[config.mk]
export PLATFORM = sky130hd
export DESIGN_NAME = fighter_health_bar
export DESIGN_NICKNAME = d
export VERILOG_FILES = /design/src/rtl/fighter_health_bar.sv
export SDC_FILE = /design/constraint.sdc
export NUM_CORES = 1
export LEC_CHECK = 0
export CELL_PAD_IN_SITES_DETAIL_PLACEMENT = 0
export CELL_PAD_IN_SITES_GLOBAL_PLACEMENT = 1
export CORE_ASPECT_RATIO = 1.5
export CORE_MARGIN = 2
export CORE_UTILIZATION = 36
export CTS_BUF_LIST = sky130_fd_sc_hd__clkbuf_8
export CTS_CLUSTER_DIAMETER = 100
export CTS_CLUSTER_SIZE = 12
export DETAILED_ROUTE_END_ITERATION = 6
export PLACE_DENSITY_LB_ADDON = 0.1
export SLEW_MARGIN = 20
export SYNTH_ARGS = -nofsm -noshare
export SYNTH_HDL_FRONTEND = slang
export SYNTH_SLANG_ARGS = --single-unit
export TNS_END_PERCENT = 1
[constraint.sdc]
create_clock -name frame_clk -period 3.4 [get_ports frame_clk]
set_input_delay 1.02 -clock frame_clk [delete_from_list [all_inputs] [get_ports frame_clk]]
set_output_delay 1.02 -clock frame_clk [all_outputs]
set_load 0.05 [all_outputs]
[src/rtl/fighter_health_bar.sv]
// rtl/fighter_health_bar.sv - per-player health, invulnerability/KO tracking and health-bar geometry
module fighter_health_bar #(
    parameter int          MAX_HP      = 28,
    parameter int          PX_PER_HP   = 5,
    parameter int          PUNCH_DMG   = 1,
    parameter int          KICK_DMG    = 2,
    parameter int          IFRAMES     = 30,
    parameter int          BAR_X       = 50,
    parameter int          BAR_Y       = 50,
    parameter int          BAR_H       = 10,
    parameter int          MIRROR      = 0,
    parameter logic [7:0]  RESTART_KEY = 8'h15,
    parameter logic [2:0]  FIGHT_MODE  = 3'd1
) (
    input  logic       frame_clk,
    input  logic       Reset,
    input  logic       hit_valid,
    input  logic       hit_type,
    input  logic [7:0] keycode,
    input  logic [2:0] game_mode,
    output logic [7:0] hp,
    output logic       invuln,
    output logic       lose,
    output logic [9:0] redposx,
    output logic [9:0] greenposx,
    output logic [9:0] barposy,
    output logic [9:0] redsizex,
    output logic [9:0] greensizex,
    output logic [9:0] barsizey
);

    localparam int              BAR_W    = MAX_HP * PX_PER_HP;
    localparam int              CW       = (IFRAMES > 1) ? $clog2(IFRAMES) : 1;
    localparam logic [7:0]      HP_FULL  = 8'(MAX_HP);
    localparam logic [7:0]      PUNCH    = 8'(PUNCH_DMG);
    localparam logic [7:0]      KICK     = 8'(KICK_DMG);
    localparam logic [CW-1:0]   IFR_LOAD = (IFRAMES > 0) ? CW'(IFRAMES - 1) : '0;
    localparam logic [9:0]      X0       = 10'(BAR_X);
    localparam logic [9:0]      W        = 10'(BAR_W);

    typedef enum logic [1:0] {
        ALIVE,
        INVULN,
        KO
    } state_t;

    state_t        state, state_next;
    logic [7:0]    hp_nxt;
    logic [CW-1:0] ifr_cnt, ifr_nxt;
    logic          hit_ok;
    logic [7:0]    dmg;
    logic [7:0]    hp_hit;
    logic [9:0]    len;

    assign dmg    = hit_type ? KICK : PUNCH;
    assign hit_ok = hit_valid && (game_mode == FIGHT_MODE) && (state == ALIVE);
    // Saturating subtract so a large hit on low health lands on zero, never wraps
    assign hp_hit = (hp > dmg) ? (hp - dmg) : 8'd0;

    always_comb begin
        state_next = state;
        hp_nxt     = hp;
        ifr_nxt    = ifr_cnt;
        case (state)
            ALIVE: begin
                if (hit_ok) begin
                    hp_nxt = hp_hit;
                    if (hp_hit == 8'd0) begin
                        state_next = KO;
                    end else if (IFRAMES != 0) begin
                        state_next = INVULN;
                        ifr_nxt    = IFR_LOAD;
                    end
                end
            end
            INVULN: begin
                if (ifr_cnt == '0) begin
                    state_next = ALIVE;
                end else begin
                    ifr_nxt = ifr_cnt - CW'(1);
                end
            end
            KO: begin
                if (keycode == RESTART_KEY) begin
                    hp_nxt     = HP_FULL;
                    state_next = ALIVE;
                end
            end
            default: begin
                state_next = ALIVE;
            end
        endcase
    end

    always_ff @(posedge frame_clk or posedge Reset) begin
        if (Reset) begin
            state   <= ALIVE;
            hp      <= HP_FULL;
            ifr_cnt <= '0;
        end else begin
            state   <= state_next;
            hp      <= hp_nxt;
            ifr_cnt <= ifr_nxt;
        end
    end

    assign invuln = (state == INVULN);
    assign lose   = (state == KO);

    // Geometry follows the registered hp, so it trails hp by one frame
    assign len = 10'(hp * PX_PER_HP);

    always_ff @(posedge frame_clk or posedge Reset) begin
        if (Reset) begin
            redsizex   <= W;
            greensizex <= 10'd0;
            redposx    <= X0;
            greenposx  <= (MIRROR != 0) ? X0 : X0 + W;
        end else begin
            redsizex   <= len;
            greensizex <= W - len;
            if (MIRROR != 0) begin
                greenposx <= X0;
                redposx   <= X0 + W - len;
            end else begin
                redposx   <= X0;
                greenposx <= X0 + len;
            end
        end
    end

    assign barposy  = 10'(BAR_Y);
    assign barsizey = 10'(BAR_H);

endmodule

==> metrics <==
total number of vias=between 1500 and 2000; kind of critical path=input pin to register; Compound-Gate Fraction of Synth Area=a little over an eighth; max-cap check violation count=0; Final TNS setup=0 ns; Hold Fails Final Rpt=0; cts-stage hold buffer count=0; XOR/XNOR share of the synthesized area=roughly 6.0%; Critical Path Sink Type=register; kind of path behind the tightest hold check=register to register; I/O Pins=85; count of flip-flops with a built-in enable after synthesis=0; worst path arrival time=~3.3 ns; share of async-settable or async-resettable flops after synthesis=between 90% and 100%; number of buffers between clock root and the deepest sink=2; area of the multi-input gates=approximately 0.0013 mm^2; initial core utilization=between 30% and 40%; deepest level of the CTS H-tree=2; detail-routed via count per cell=~4.7; total clock buffers created by CTS=5; net count reported at finish=~350; clock tree from TritonCTS=done; final routed wire length divided by cell count=12.4 um; antenna viol nets, final=0; horizontal die dimension=roughly 74 um; CTS sink count=43; number of synthesized register bits=43; half-perimeter wire length after detailed placement=just over 4000 um; Yosys warning total=0; Iteration-0 DRC Markers=48; largest family of logic cells by synthesized area=simple AND/OR/NAND/NOR gates; startpoint types=input pin; mux share of post-synthesis cell area=0%; final period utilization=90.6%; Initial DRT Pass Iterations=4; achievable clock frequency=325 MHz; share of synthesized cell area in full adder, half adder and majority cells=a little over a tenth; Tot GR Track Use=between 10% and 20%; final count of pins violating max slew=0; average cell area after synthesis=approximately 10 um^2; number of global-route vias before repair=1947; total of fill cells in the finished design=716; wire length of the first global-routing pass=around 9000 um; Clock Tree Root=clkbuf_8; data required time of the worst path=approximately 3.6 ns; transition time at the pin with the least slew margin=0.616 ns; worst-case clock skew=0.00936 ns; Site Rows=38; fin crit period=3.08 ns; worst rel slew slack=58.5%; area of the core region=approximately 0.007 mm^2; final estimated routing congestion in global placement=0.765; count of unique library cells instantiated by Yosys=53; Synth Instances=259; instance area after placement=approximately 0.0032 mm^2; setup repair after global routing missed its margin=false; Worst Path Max Fanout=4; final standard cell utilization of the core=around 46%; global route overflow=0; antenna violations before repair=0; part of the Yosys area used for sequential elements=41.4%; overall die area=roughly 0.008 mm^2; diode count=0; combined area of all synthesized cells=between 0.002 and 0.003 mm^2; Post-Synth Simple-Gate Area=about 15%; area taken by flip-flops and latches=between 0.001 and 0.0015 mm^2; count of port buffers added during placement=54; wire length reported by the detailed router=a little over 5000 um; Vert. Die Dim=109 um; post-CTS setup repair buffer count=0; top flip-flop cell by instance count after synthesis=dfrtp_1; post_cts resized=0; pin count of the biggest net entering global routing=44; number of remaining DRC errors=0; Area Overhead vs Synth=24.4%; later-pin clock latency in the skew report=0.29 ns; Clock Pin Slew Worst Setup and Hold Paths=0.08 ns; share of cells above drive strength 1=11.4%; final setup fails=0; result of the run=finished clean; area of all placed cells without fillers=around 0.0033 mm^2
[area by class of cell]
class	instances	share of cell area, %
clock inverter	3	0.496
clock buffer	5	2.10
sequential	43	33.3
tap	100	3.82
timing repair buffer	63	18.6
multi-input combinational	187	39.9
inverter	16	1.83
[synth_stat cells, types with 2 or more instances]
master	n	area, um^2
conb_1	2	7.51
nand2b_1	5	31.3
o2111ai_1	2	17.5
nor2_1	12	45.0
o22a_1	3	26.3
buf_4	34	255
inv_1	16	60.1
clkbuf_1	7	26.3
nor4bb_1	2	20.0
nand3_1	7	35.0
a31oi_1	2	12.5
xnor2_1	10	87.6
a2bb2oi_1	2	17.5
fa_1	2	40.0
or3_1	5	31.3
ha_1	19	238
nor3_1	4	20.0
xor2_1	8	70.1
o31ai_1	4	30.0
nand2_1	15	56.3
a21oi_1	6	30.0
o21ai_0	8	40.0
nor2b_1	5	31.3
o211ai_1	2	15.0
nand4_1	2	12.5
dfstp_2	12	315
dfrtp_1	31	776
a311oi_1	2	17.5
a21o_1	2	15.0
o21a_1	3	22.5
nor3b_1	3	22.5
[worst max-delay path: stages]
cell,delay (ns)
clkdlybuf4s50_1,0.49
inv_1,0.07
ha_1,0.22
fa_1,0.41
nand2b_1,0.14
nand4b_1,0.16
a221oi_4,0.34
a31oi_2,0.18
a22o_1,0.23
[per-layer routing]
metal	global-route usage (%)	vias to the layer above	part of all wire, %
li1	-	955	-
met1	15.7	933	38
met2	27.2	56	56
met3	2.50	6	4.2
met4	4.29	0	1.3
met5	0	-	0
[final timing paths]
path	startpoint	endpoint	slack, ns	cells after the start
min in group asynchronous	Reset	greensizex[4]	1.16	3
min	hp[0]	greensizex[0]	0.51	0
max reg2reg	hp[3]	greenposx[7]	0.69	9
max in group asynchronous	Reset	redsizex[7]	1.87	3
min reg2reg	hp[0]	greensizex[0]	0.51	0
max	hit_type	ifr_cnt[2]	0.32	9
[cell families after synthesis]
| kind of cell | count (synthesis) |
|---|---|
| and+or+nand+nor | 72 |
| buffers and inverters | 57 |
| AOI/OAI and AO/OA | 46 |
| DFF | 43 |
| adders and majority gates | 21 |
| xor gates and xnor gates | 18 |
| other | 2 |
[cell usage in the layout (no fill, tap or decap), drive strengths merged, types with 4 or more instances in the layout]
cell type	instances
nand3	7
dfstp	12
ha	19
clkdlybuf4s50	54
dfrtp	31
o21ai	8
xor2	8
nor2b	5
a21oi	6
nor3	4
nor2	12
o31ai	4
clkbuf	5
nand2b	5
nand2	15
conb	30
or3	5
buf	9
inv	17
xnor2	10
[registers in the layout (all words and copies together) (netlist names)]
register    cells
greensizex     10
state           2
hp              8
redsizex        9
greenposx       9
ifr_cnt         5
[per-stage QoR]
stage / instances / hold WS [ns] / setup WS [ns]
after global routing: 417 / 0.549 / 0.183
final: 417 / 0.514 / 0.320
after global placement: 409 / 0.513 / 0.0279
after CTS: 417 / 0.534 / 0.314
after detailed placement: 409 / 0.515 / -0.00901
after floorplan: 287 / 0.430 / 0.661
Power is not shown: default switching activity piles up to over one toggle a cycle in this logic, so the estimate is an artifact.
